**config.mk**
```make
export PLATFORM = sky130hd
export DESIGN_NAME = scan_pattern_ctrl
export DESIGN_NICKNAME = d
export VERILOG_FILES = /design/src/rtl/scan_pkg.sv /design/src/rtl/scan_shift_reg.sv /design/src/rtl/scan_pattern_ctrl.sv
export SDC_FILE = /design/constraint.sdc
export NUM_CORES = 1
export LEC_CHECK = 0
export ABC_AREA = 1
export ABC_CLOCK_PERIOD_IN_PS = 1700
export CAP_MARGIN = 25
export CORE_AREA = 2 2 66 68
export DETAILED_ROUTE_END_ITERATION = 16
export DIE_AREA = 0 0 68 70
export GPL_TIMING_DRIVEN = 0
export PLACE_DENSITY = 0.77
export SLEW_MARGIN = 30
export SYNTH_ARGS = -nofsm -noshare
export SYNTH_HDL_FRONTEND = slang
export SYNTH_SLANG_ARGS = --single-unit
```
**constraint.sdc**
```tcl
create_clock -name clk -period 1.7 [get_ports clk]
set_input_delay 0.17 -clock clk [delete_from_list [all_inputs] [get_ports clk]]
set_output_delay 0.17 -clock clk [all_outputs]
set_load 0.02 [all_outputs]
```
**src/rtl/scan_pkg.sv**
```systemverilog
// Shared scan-controller types: FSM state encoding and default chain length.
package scan_pkg;

  localparam int DEF_CHAIN_LEN = 8;

  typedef enum logic [2:0] {
    ST_IDLE,
    ST_SHIFT,
    ST_CAPTURE,
    ST_UNLOAD,
    ST_DONE
  } state_t;

endpackage

```
**src/rtl/scan_shift_reg.sv**
```systemverilog
// Parallel-load left shifter with serial input at bit 0; exposes its shifted value so the
// owner can read the serial-out bit and the final word without waiting a cycle.
module scan_shift_reg
  import scan_pkg::*;
#(
  parameter int WIDTH = DEF_CHAIN_LEN
) (
  input  logic             clk,
  input  logic             rst,
  input  logic             load,
  input  logic [WIDTH-1:0] load_dat,
  input  logic             shift,
  input  logic             ser_in,
  output logic [WIDTH-1:0] shl_dat
);

  logic [WIDTH-1:0] dat;

  assign shl_dat = (dat << 1) | WIDTH'(ser_in);

  always_ff @(posedge clk or negedge rst) begin
    if (!rst) begin
      dat <= '0;
    end else if (load) begin
      dat <= load_dat;
    end else if (shift) begin
      dat <= shl_dat;
    end
  end

endmodule

```
**src/rtl/scan_pattern_ctrl.sv**
```systemverilog
// Scan test sequencer: shift pattern in MSB first, one capture cycle, unload and compare.
// Start-to-done is 2*CHAIN_LEN+1 edges; abort returns to IDLE on the next edge.
module scan_pattern_ctrl
  import scan_pkg::*;
#(
  parameter int CHAIN_LEN = DEF_CHAIN_LEN
) (
  input  logic                 clk,
  input  logic                 rst,
  input  logic                 start,
  input  logic                 abort,
  input  logic [CHAIN_LEN-1:0] pattern,
  input  logic [CHAIN_LEN-1:0] expected,
  input  logic [CHAIN_LEN-1:0] mask,
  input  logic                 scan_out,
  output logic                 scan_en,
  output logic                 scan_in,
  output logic                 busy,
  output logic                 done,
  output logic                 pass,
  output logic [CHAIN_LEN-1:0] response
);

  localparam int CNT_W = $clog2(CHAIN_LEN + 1);
  localparam logic [CNT_W-1:0] CNT_LAST = CNT_W'(CHAIN_LEN - 1);

  state_t               state, next_state;
  logic [CNT_W-1:0]     cnt;
  logic [CHAIN_LEN-1:0] exp_q, mask_q, sr_shl;
  logic                 accept, running, last_bit, finish, sr_shift;
  logic                 scan_en_nxt, scan_in_nxt, busy_nxt, done_nxt;

  assign accept   = (state == ST_IDLE) && start;
  assign running  = (state == ST_SHIFT) || (state == ST_CAPTURE) || (state == ST_UNLOAD);
  assign last_bit = (cnt == '0);
  assign finish   = (state == ST_UNLOAD) && last_bit && !abort;
  assign sr_shift = (state == ST_SHIFT) || (state == ST_UNLOAD);

  // One register serves both directions: stimulus drains out of the MSB while shifting,
  // leaving zeros that are then replaced by the unloaded response.
  scan_shift_reg #(.WIDTH(CHAIN_LEN)) u_shift (
    .clk      (clk),
    .rst      (rst),
    .load     (accept),
    .load_dat (pattern),
    .shift    (sr_shift),
    .ser_in   ((state == ST_UNLOAD) && scan_out),
    .shl_dat  (sr_shl)
  );

  always_ff @(posedge clk or negedge rst) begin
    if (!rst) begin
      state   <= ST_IDLE;
      scan_en <= 1'b0;
      scan_in <= 1'b0;
      busy    <= 1'b0;
      done    <= 1'b0;
    end else begin
      state   <= next_state;
      scan_en <= scan_en_nxt;
      scan_in <= scan_in_nxt;
      busy    <= busy_nxt;
      done    <= done_nxt;
    end
  end

  always_comb begin
    next_state = state;
    case (state)
      ST_IDLE:    if (start) next_state = ST_SHIFT;
      ST_SHIFT:   if (last_bit) next_state = ST_CAPTURE;
      ST_CAPTURE: next_state = ST_UNLOAD;
      ST_UNLOAD:  if (last_bit) next_state = ST_DONE;
      ST_DONE:    next_state = ST_IDLE;
      default:    next_state = ST_IDLE;
    endcase
    if (running && abort) next_state = ST_IDLE;
  end

  always_comb begin
    scan_en_nxt = (next_state == ST_SHIFT) || (next_state == ST_UNLOAD);
    busy_nxt    = (next_state != ST_IDLE);
    done_nxt    = (next_state == ST_DONE);
    scan_in_nxt = 1'b0;
    if (next_state == ST_SHIFT) scan_in_nxt = accept ? pattern[CHAIN_LEN-1] : sr_shl[CHAIN_LEN-1];
  end

  always_ff @(posedge clk or negedge rst) begin
    if (!rst) begin
      cnt      <= '0;
      exp_q    <= '0;
      mask_q   <= '0;
      pass     <= 1'b0;
      response <= '0;
    end else begin
      if (accept || state == ST_CAPTURE) begin
        cnt <= CNT_LAST;
      end else if (next_state == ST_IDLE) begin
        cnt <= '0;
      end else if (sr_shift && !last_bit) begin
        cnt <= cnt - CNT_W'(1);
      end
      if (accept) begin
        exp_q  <= expected;
        mask_q <= mask;
      end
      // The last unload bit is folded in combinationally so DONE already shows the result.
      if (finish) begin
        response <= sr_shl;
        pass     <= (((sr_shl ^ exp_q) & mask_q) == '0);
      end
    end
  end

endmodule

```
Word-level counts from Yosys, hierarchy flattened
Index checks and enable logic that the tools add are counted.

Register bits after elaboration: 43. Input bits: 29. Logic and storage cells: 53. Output and inout port bits: 13.

Reductions and logical operators: 20. Bitwise operators: 3. $add $sub $neg: 1. Multiplexer cells: 12. Eq/ne operators: 6.

Operator list (number): $mux W7 (2); $mux W3 (4); $mux W4 (3); $pmux W3 S4 (1); $eq A3 B2 Y1 const B (3); $and A8 B8 Y8 (1); $logic_not A8 Y1 (1); $or A8 B1 Y8 (1); $xor A8 B8 Y8 (1); $eq A3 B1 Y1 const B (2); $logic_and A1 B1 Y1 (6); $logic_not A3 Y1 (2); $reduce_bool A3 Y1 (2); $logic_or A1 B1 Y1 (5); $logic_not A4 Y1 (1); $sub A4 B1 Y4 const B (1); $eq A3 B3 Y1 const B (1); $logic_not A1 Y1 (2); $mux W1 (2); $reduce_bool A2 Y1 (1).

Longest topological paths before layout
Gate-level depths: netlist (run 1).

Depth after elaboration: 8. Depth in mapped cells: 12.

By module
Synthesis (run 1) repeated with hierarchy kept, for this count alone.

Cells, all modules: 245. Area, all modules: 2035.7 µm².

Modules (own cells, without submodules): scan_pattern_ctrl (sequential area each 900.9 µm², cells each 205, times used 1, area an instance 1687.9 µm²); scan_shift_reg (sequential area each 175.2 µm², cells each 40, times used 1, area an instance 347.8 µm²).

Least setup slack after synthesis (run 1)
Ideal clock, no wire load.

Path type: register to register. From: register cnt[0]. To: register pass. Stages on the path, launching flop included: 10. Path slack: 280 ps. Path buffers: 1. Setup time: 66 ps. Arrival time: 1354 ps. Cell sequence: dfrtp_1 > inv_1 > ha_1 > nand2_1 > nor2_1 > nand3_2 > buf_6 > nor3_2 > nand4_1 > nand2_1.

Longest elaborated chain between the ends: 3.

Ends and longest elaborated chain: start: declaration (line scan_pattern_ctrl.sv:28) `logic [CNT_W-1:0] cnt;`; start signal: assignment (line scan_pattern_ctrl.sv:101) `cnt <= cnt - CNT_W'(1);`; $logic_not A4 Y1 (line scan_pattern_ctrl.sv:35) `assign last_bit = (cnt == '0);`; $logic_and A1 B1 Y1 (2 in a row) (line scan_pattern_ctrl.sv:36) `assign finish = (state == ST_UNLOAD) && last_bit && !abort;`; end signal: assignment (line scan_pattern_ctrl.sv:110) `pass <= (((sr_shl ^ exp_q) & mask_q) == '0);`; end: declaration (line scan_pattern_ctrl.sv:20) `output logic pass,`.

No other way between the ends. A chain may end at the register's enable or synchronous reset.

Final worst setup path (run 1)
Same ends and word-level chain as after synthesis.

==> results by group, run 1 <==
Critical path
  – Critical path required time: 1.94 ns
  – Crit path max-delay family: simple AND/OR/NAND/NOR gates
  – Worst path arrival time: 1.83 ns
  – CP endpoint kind: register
  – Reg2reg end: pass
  – Cell mode on critical path: nand2_1
  – CP cell instances: inv_1 > ha_1 > nand2_1 > nor2_2 > nand3_2 > buf_6 > nor3_2 > nand4_1 > nand2_1
  – Largest stage delay on the critical path: 0.39 ns
  – FF-to-FF Start: cnt[0]
  – Crit path max fanout: 10
  – Worst reg2reg setup slack: 0.11 ns
  – Slowest stage cell, crit path: dfrtp_1
  – Worst setup SP type: register
  – Crit Path Class: register to register
  – Buffers and inverters on the worst path: 2
  – R2R depth: 9

Power
  – Leakage: 0.00130 uW
  – Worst-case vdd ir drop: 0.611 mV
  – Pwr/cell area: 1620 nW/um^2
  – Total Power: 4200 uW

Min path
  – Hold WC Path Type: input pin to async pin

Synthesis
  – YS warnings: 0
  – Post-synth cell types: 28
  – Post-synth design cell area: 1980 sq um
  – Synth Area per Inst: 8.61 sq um
  – Mapped Cells: 230
  – Register area share after synthesis: 54.4%
  – Post-Syn Nets: 261
  – Post-synthesis register bit count: 43

Route
  – DRC viols: 0
  – Routed wl met2: 1830 microns
  – Routed wire length: 4000 microns
  – Met1 Routed Length: 1930 microns
  – DR vias/cell: 4.84
  – Uppermost layer routed: met4
  – Routed length per instance: 12.0 microns
  – DR WL met3: 199 microns
  – Initial drt markers: 139
  – Antenna Nets Post-Route: 0
  – Initial DRT Pass Iterations: 4
  – Routed via count: 1613

Placed design
  – Port Buf Inserts: 41
  – Placement Cell Area: 2480 sq um
  – Placed cells: 324
  – GP Congestion: 0.789
  – HPWL Detailed: 3040 microns

Global route
  – Initial antenna violation count: 0
  – First-pass GRT wire length: 6790 microns
  – Grt ovf: 0
  – Tot GR Track Use: 19.3%
  – Largest net degree at the start of global routing: 24
  – Vias in the first global route: 1498

Floorplanning
  – Row cnt: 24
  – Area of the die: 4760 sq um
  – Initial Util: 47.8%
  – Floorplan die width: 68 microns
  – Ports: 42
  – Die Height: 70 microns
  – Total core area: 4140 sq um

Final layout
  – Diode count: 0
  – Post-route cell area: 2590 sq um
  – Layout cells sized above 1: 10.3%
  – Finished Core Util: 62.5%
  – Nets: 311
  – Most common cell after layout, fill and taps aside: nand2_1
  – Most frequent cells in the layout: nand2_1, dfrtp_1, clkdlybuf4s50_1
  – Post-Layout Cell Count: 333
  – Layout area overhead: 30.8%

Run
  – MaxCap Viol Count: 0

STA
  – Clock Skew: 0.00864 ns
  – Maximum clock rate: 629 MHz
  – Fin. Hold Viols: 0
  – RSZ-0062 raised after global routing: no
  – Max-slew violations: 0
  – Hold Slack: 0.369 ns
  – Max_slew headroom: 66.4%
  – Min Tclk post-route: 1.59 ns
  – Final period util: 93.5%
  – Least-Margin Pin Slew: 0.504 ns
  – Endpoints failing setup: 0

Clocking
  – Worst-Skew Late Latency: 0.30 ns
  – CTS max path bufs: 2
  – CTS HTree Levels: 2
  – Root buffer selected by CTS: clkbuf_8
  – TritonCTS Buffers: 5
  – Clock Pin Slew Worst Setup and Hold Paths: 0.08 ns
  – CTS sink cnt: 43
  – CTS tree: built

Status
  – Status: finished clean
state kept, by name, indices dropped and copies added, names as in the netlist, 3 cells and up:
signal and count:
cnt 4, u_shift.dat 7, response 8, mask_q 8
state 3, exp_q 8
per-stage QoR:
step           setup WS [ns]  TNS, ns
2_1_floorplan          0.280        0
3_3_place_gp          -0.619   -26.57
3_5_place_dp           0.110        0
4_1_cts               0.0733        0
5_1_grt               0.0434        0
6_report               0.111        0
power by group:
part	internal, uW	switching [uW]
logic	725	1110
registers	1440	237
clock network	331	356
logic make-up after synthesis:
| kind of cell | Yosys count | share of synthesized area (%) |
|---|---|---|
| simple gates | 116 | 26.6 |
| flops | 43 | 54.4 |
| buf+inv | 38 | 8.03 |
| compound gates | 29 | 8.85 |
| xor+xnor | 2 | 0.885 |
| fa+ha+maj | 2 | 1.26 |
cell usage after synthesis, drive strengths merged:
cell type	instances	area, sq um
xor2	2	17.5
a211oi	1	12.5
nor2	9	41.3
nand3b	1	7.51
nor3	1	10.0
nand4	2	12.5
nand3	13	100
dfrtp	43	1080
buf	4	31.3
a21oi	1	5.00
o221ai	5	43.8
a31oi	1	6.26
o211ai	1	7.51
o21ai	20	100
ha	2	25.0
inv	31	116
clkinv	1	3.75
clkbuf	2	7.51
nand2	90	355
cell type report:
class | count | area [sq um]
Sequential cell | 43 | 1080
Clock buffer | 6 | 82.6
Timing Repair Buffer | 43 | 443
Tap cell | 52 | 65.1
Fill cell | 377 | 1560
Buffer | 6 | 38.8
Multi-Input combinational cell | 149 | 747
Clock inverter | 2 | 16.3
Inverter | 32 | 120
what timing repair did:
action | CTS | global route
hold buffers | 1 | 0
resized for setup | 0 | 1
setup endpoints to repair | 0 | 1
endpoints found under the hold margin | 20 | 0
setup buffers | 0 | 0
metal layers:
layer  global-route usage, %  up-vias
li1                        -      820
met4                    6.67        0
met1                    28.3      739
met3                    4.83        4
met5                       0        -
met2                    27.6       50
worst max path at each step:
stage          startpoint        to  cells past startpoint
2_1_floorplan      cnt[0]      pass                      9
3_3_place_gp          rst  exp_q[3]                      1
3_5_place_dp       cnt[0]      pass                      9
4_1_cts            cnt[0]      pass                      9
5_1_grt            cnt[0]      pass                      9
6_report           cnt[0]      pass                      9
No activity file was read; power rests on OpenSTA's default activity.
==> run 2: changes to the inputs <==
- CORE_AREA: 2 2 66 68 -> 2 2 57 80
- DIE_AREA: 0 0 68 70 -> 0 0 59 82
- PLACE_DENSITY: 0.77 -> 0.76
==> results by group, run 2 (synthesis results as in run 1) <==
Status
  – Status: finished clean

Floorplanning
  – Total core area: 4130 sq um (-0.24%)
  – Row cnt: 28 (+17%)
  – Area of the die: 4840 sq um (+1.6%)
  – Ports: 42 (unchanged)
  – Initial Util: 47.9% (+0.12 points)
  – Die Height: 82 microns (+17%)
  – Floorplan die width: 59 microns (-13%)

Route
  – DRC viols: 0 (unchanged)
  – Routed wire length: 4080 microns (+1.8%)
  – Initial DRT Pass Iterations: 4 (unchanged)
  – Routed length per instance: 12.5 microns (+4.3%)
  – DR vias/cell: 4.95 (+2.2%)
  – Antenna Nets Post-Route: 0 (unchanged)
  – Routed via count: 1609 (-0.25%)
  – Initial drt markers: 44 (-68%)

Min path
  – Hold WC Path Type: input pin to async pin

Critical path
  – Crit path max fanout: 10 (unchanged)
  – Worst setup SP type: register
  – R2R depth: 9 (unchanged)
  – Worst reg2reg setup slack: 0.13 ns (+0.02 ns)
  – Worst setup startpoint: cnt[1]
  – Crit Path Class: register to register
  – FF-to-FF Start: cnt[1]
  – CP endpoint: pass
  – Critical path required time: 1.93 ns (about the same)
  – Reg2reg end: pass
  – CP endpoint kind: register
  – Worst path arrival time: 1.80 ns (-0.03 ns)

STA
  – Final period util: 92.2% (-1.3 points)
  – Clock Skew: 0.00642 ns (-0.00222 ns)
  – Max_slew headroom: 66.0% (-0.36 points)
  – RSZ-0062 raised after global routing: no
  – Max-slew violations: 0 (unchanged)
  – Fin. Hold Viols: 0 (unchanged)
  – Maximum clock rate: 638 MHz (+1.4%)
  – Endpoints failing setup: 0 (unchanged)
  – Min Tclk post-route: 1.57 ns (-0.0219 ns)
  – Setup TNS: 0 ns (unchanged)
  – Hold Slack: 0.370 ns (+0.00128 ns)
  – Least-Margin Pin Slew: 0.510 ns (+0.00535 ns)

Global route
  – Initial antenna violation count: 0 (unchanged)
  – Largest net degree at the start of global routing: 26 (+8.3%)
  – Tot GR Track Use: 19.9% (+0.67 points)
  – Vias in the first global route: 1606 (+7.2%)
  – First-pass GRT wire length: 7050 microns (+3.9%)
  – Grt ovf: 0 (unchanged)

Final layout
  – Layout area overhead: 29.5%
  – Biggest regs: exp_q: 8 flops, mask_q: 8 flops, response: 8 flops
  – Finished Core Util: 62.0% (-0.45 points)
  – Most common cell after layout, fill and taps aside: nand2_1
  – Fill cells: 369 (-2.1%)
  – Post-route cell area: 2560 sq um (-0.97%)
  – Most frequent cells in the layout: nand2_1, dfrtp_1, clkdlybuf4s50_1
  – Nets: 312 (+0.32%)
  – Layout cells sized above 1: 10.4% (+0.037 points)
  – Diode count: 0 (unchanged)

Power
  – Leakage: 0.00130 uW (-0.51%)
  – Worst-case vdd ir drop: 0.888 mV (+45%)
  – Pwr/cell area: 1590 nW/um^2 (-1.8%)

Clocking
  – TritonCTS Buffers: 5 (unchanged)
  – CTS tree: built
  – CTS max path bufs: 2 (unchanged)
  – Clock Pin Slew Worst Setup and Hold Paths: 0.07 ns (about the same)
  – Root buffer selected by CTS: clkbuf_8
  – Worst-Skew Late Latency: 0.29 ns (about the same)
  – CTS sink cnt: 43 (unchanged)
  – CTS HTree Levels: 2 (unchanged)

Placed design
  – Port Buf Inserts: 41 (unchanged)
  – GP Congestion: 0.835 (+5.8%)
  – HPWL Detailed: 3110 microns (+2.2%)
  – Placement Cell Area: 2470 sq um (-0.35%)

Run
  – MaxCap Viol Count: 0 (unchanged)
[run 2: final cells by class]
class | instances | area [sq um] | share of cell area (%)
Multi-Input combinational cell | 149 | 749 | 29.2
Timing Repair Buffer | 44 | 450 | 17.6
Buffer | 6 | 38.8 | 1.51
Sequential cell | 43 | 1080 | 42.0
Tap cell | 45 | 56.3 | 2.20
Inverter | 32 | 120 | 4.69
Clock buffer | 6 | 72.6 | 2.83
[run 2: power breakdown]
group          leakage [uW]  switching (uW)  internal, uW
sequential         0.000548             235          1440
clock             0.0000371             307           274
combinational      0.000711            1100           728
total               0.00130            1640          2440
[run 2: how the worst min path moves through the flow]
| stage | start | end | slack, ns | cells after the start |
|---|---|---|---|---|
| 2_1_floorplan | rst | busy | -0.13 | 0 |
| 3_3_place_gp | mask_q[6] | mask_q[6] | 0.46 | 2 |
| 3_5_place_dp | rst | exp_q[3] | 0.15 | 1 |
| 4_1_cts | rst | exp_q[3] | 0.37 | 2 |
| 5_1_grt | rst | exp_q[2] | 0.41 | 2 |
| 6_report | rst | exp_q[3] | 0.37 | 2 |
[run 2: layer usage]
| metal | vias to the layer above | track usage [%] | share of wire, % |
|---|---|---|---|
| met5 | - | 0 | 0 |
| met4 | 0 | 10.0 | 2.8 |
| met3 | 10 | 3.78 | 3.5 |
| met2 | 34 | 35.2 | 53 |
| met1 | 747 | 22.5 | 40 |
| li1 | 818 | - | - |
[run 2: stage by stage]
stage	total power, uW	worst slack [ns]	instances
floorplan	2930	0.280	230
global placement	3460	-0.611	316
detailed placement	3520	0.0305	317
CTS	4110	0.000240	324
global route	4470	0.0161	325
finish	4080	0.133	325
[run 2: repair_timing]
action	in CTS	in global routing
endpoints found under the setup margin	0	10
gates resized for setup	0	3
hold buffers	1	0
setup buffers	0	1
endpoints found under the hold margin	18	0
[run 2: worst max-delay path, cell delays in order (launching register included)]
cell and delay [ns]:
dfrtp_1 0.37, inv_1 0.11, ha_1 0.17, nand2_1 0.06, nor2_2 0.13, nand3_2 0.13, buf_6 0.16, nor3_2 0.15
nand4_1 0.15, nand2_1 0.09
==> run 3: changes to the inputs <==
- TNS_END_PERCENT: default -> 20
==> results of run 3 <==
The final DEF is identical to that of run 2; final timing and power are the same.
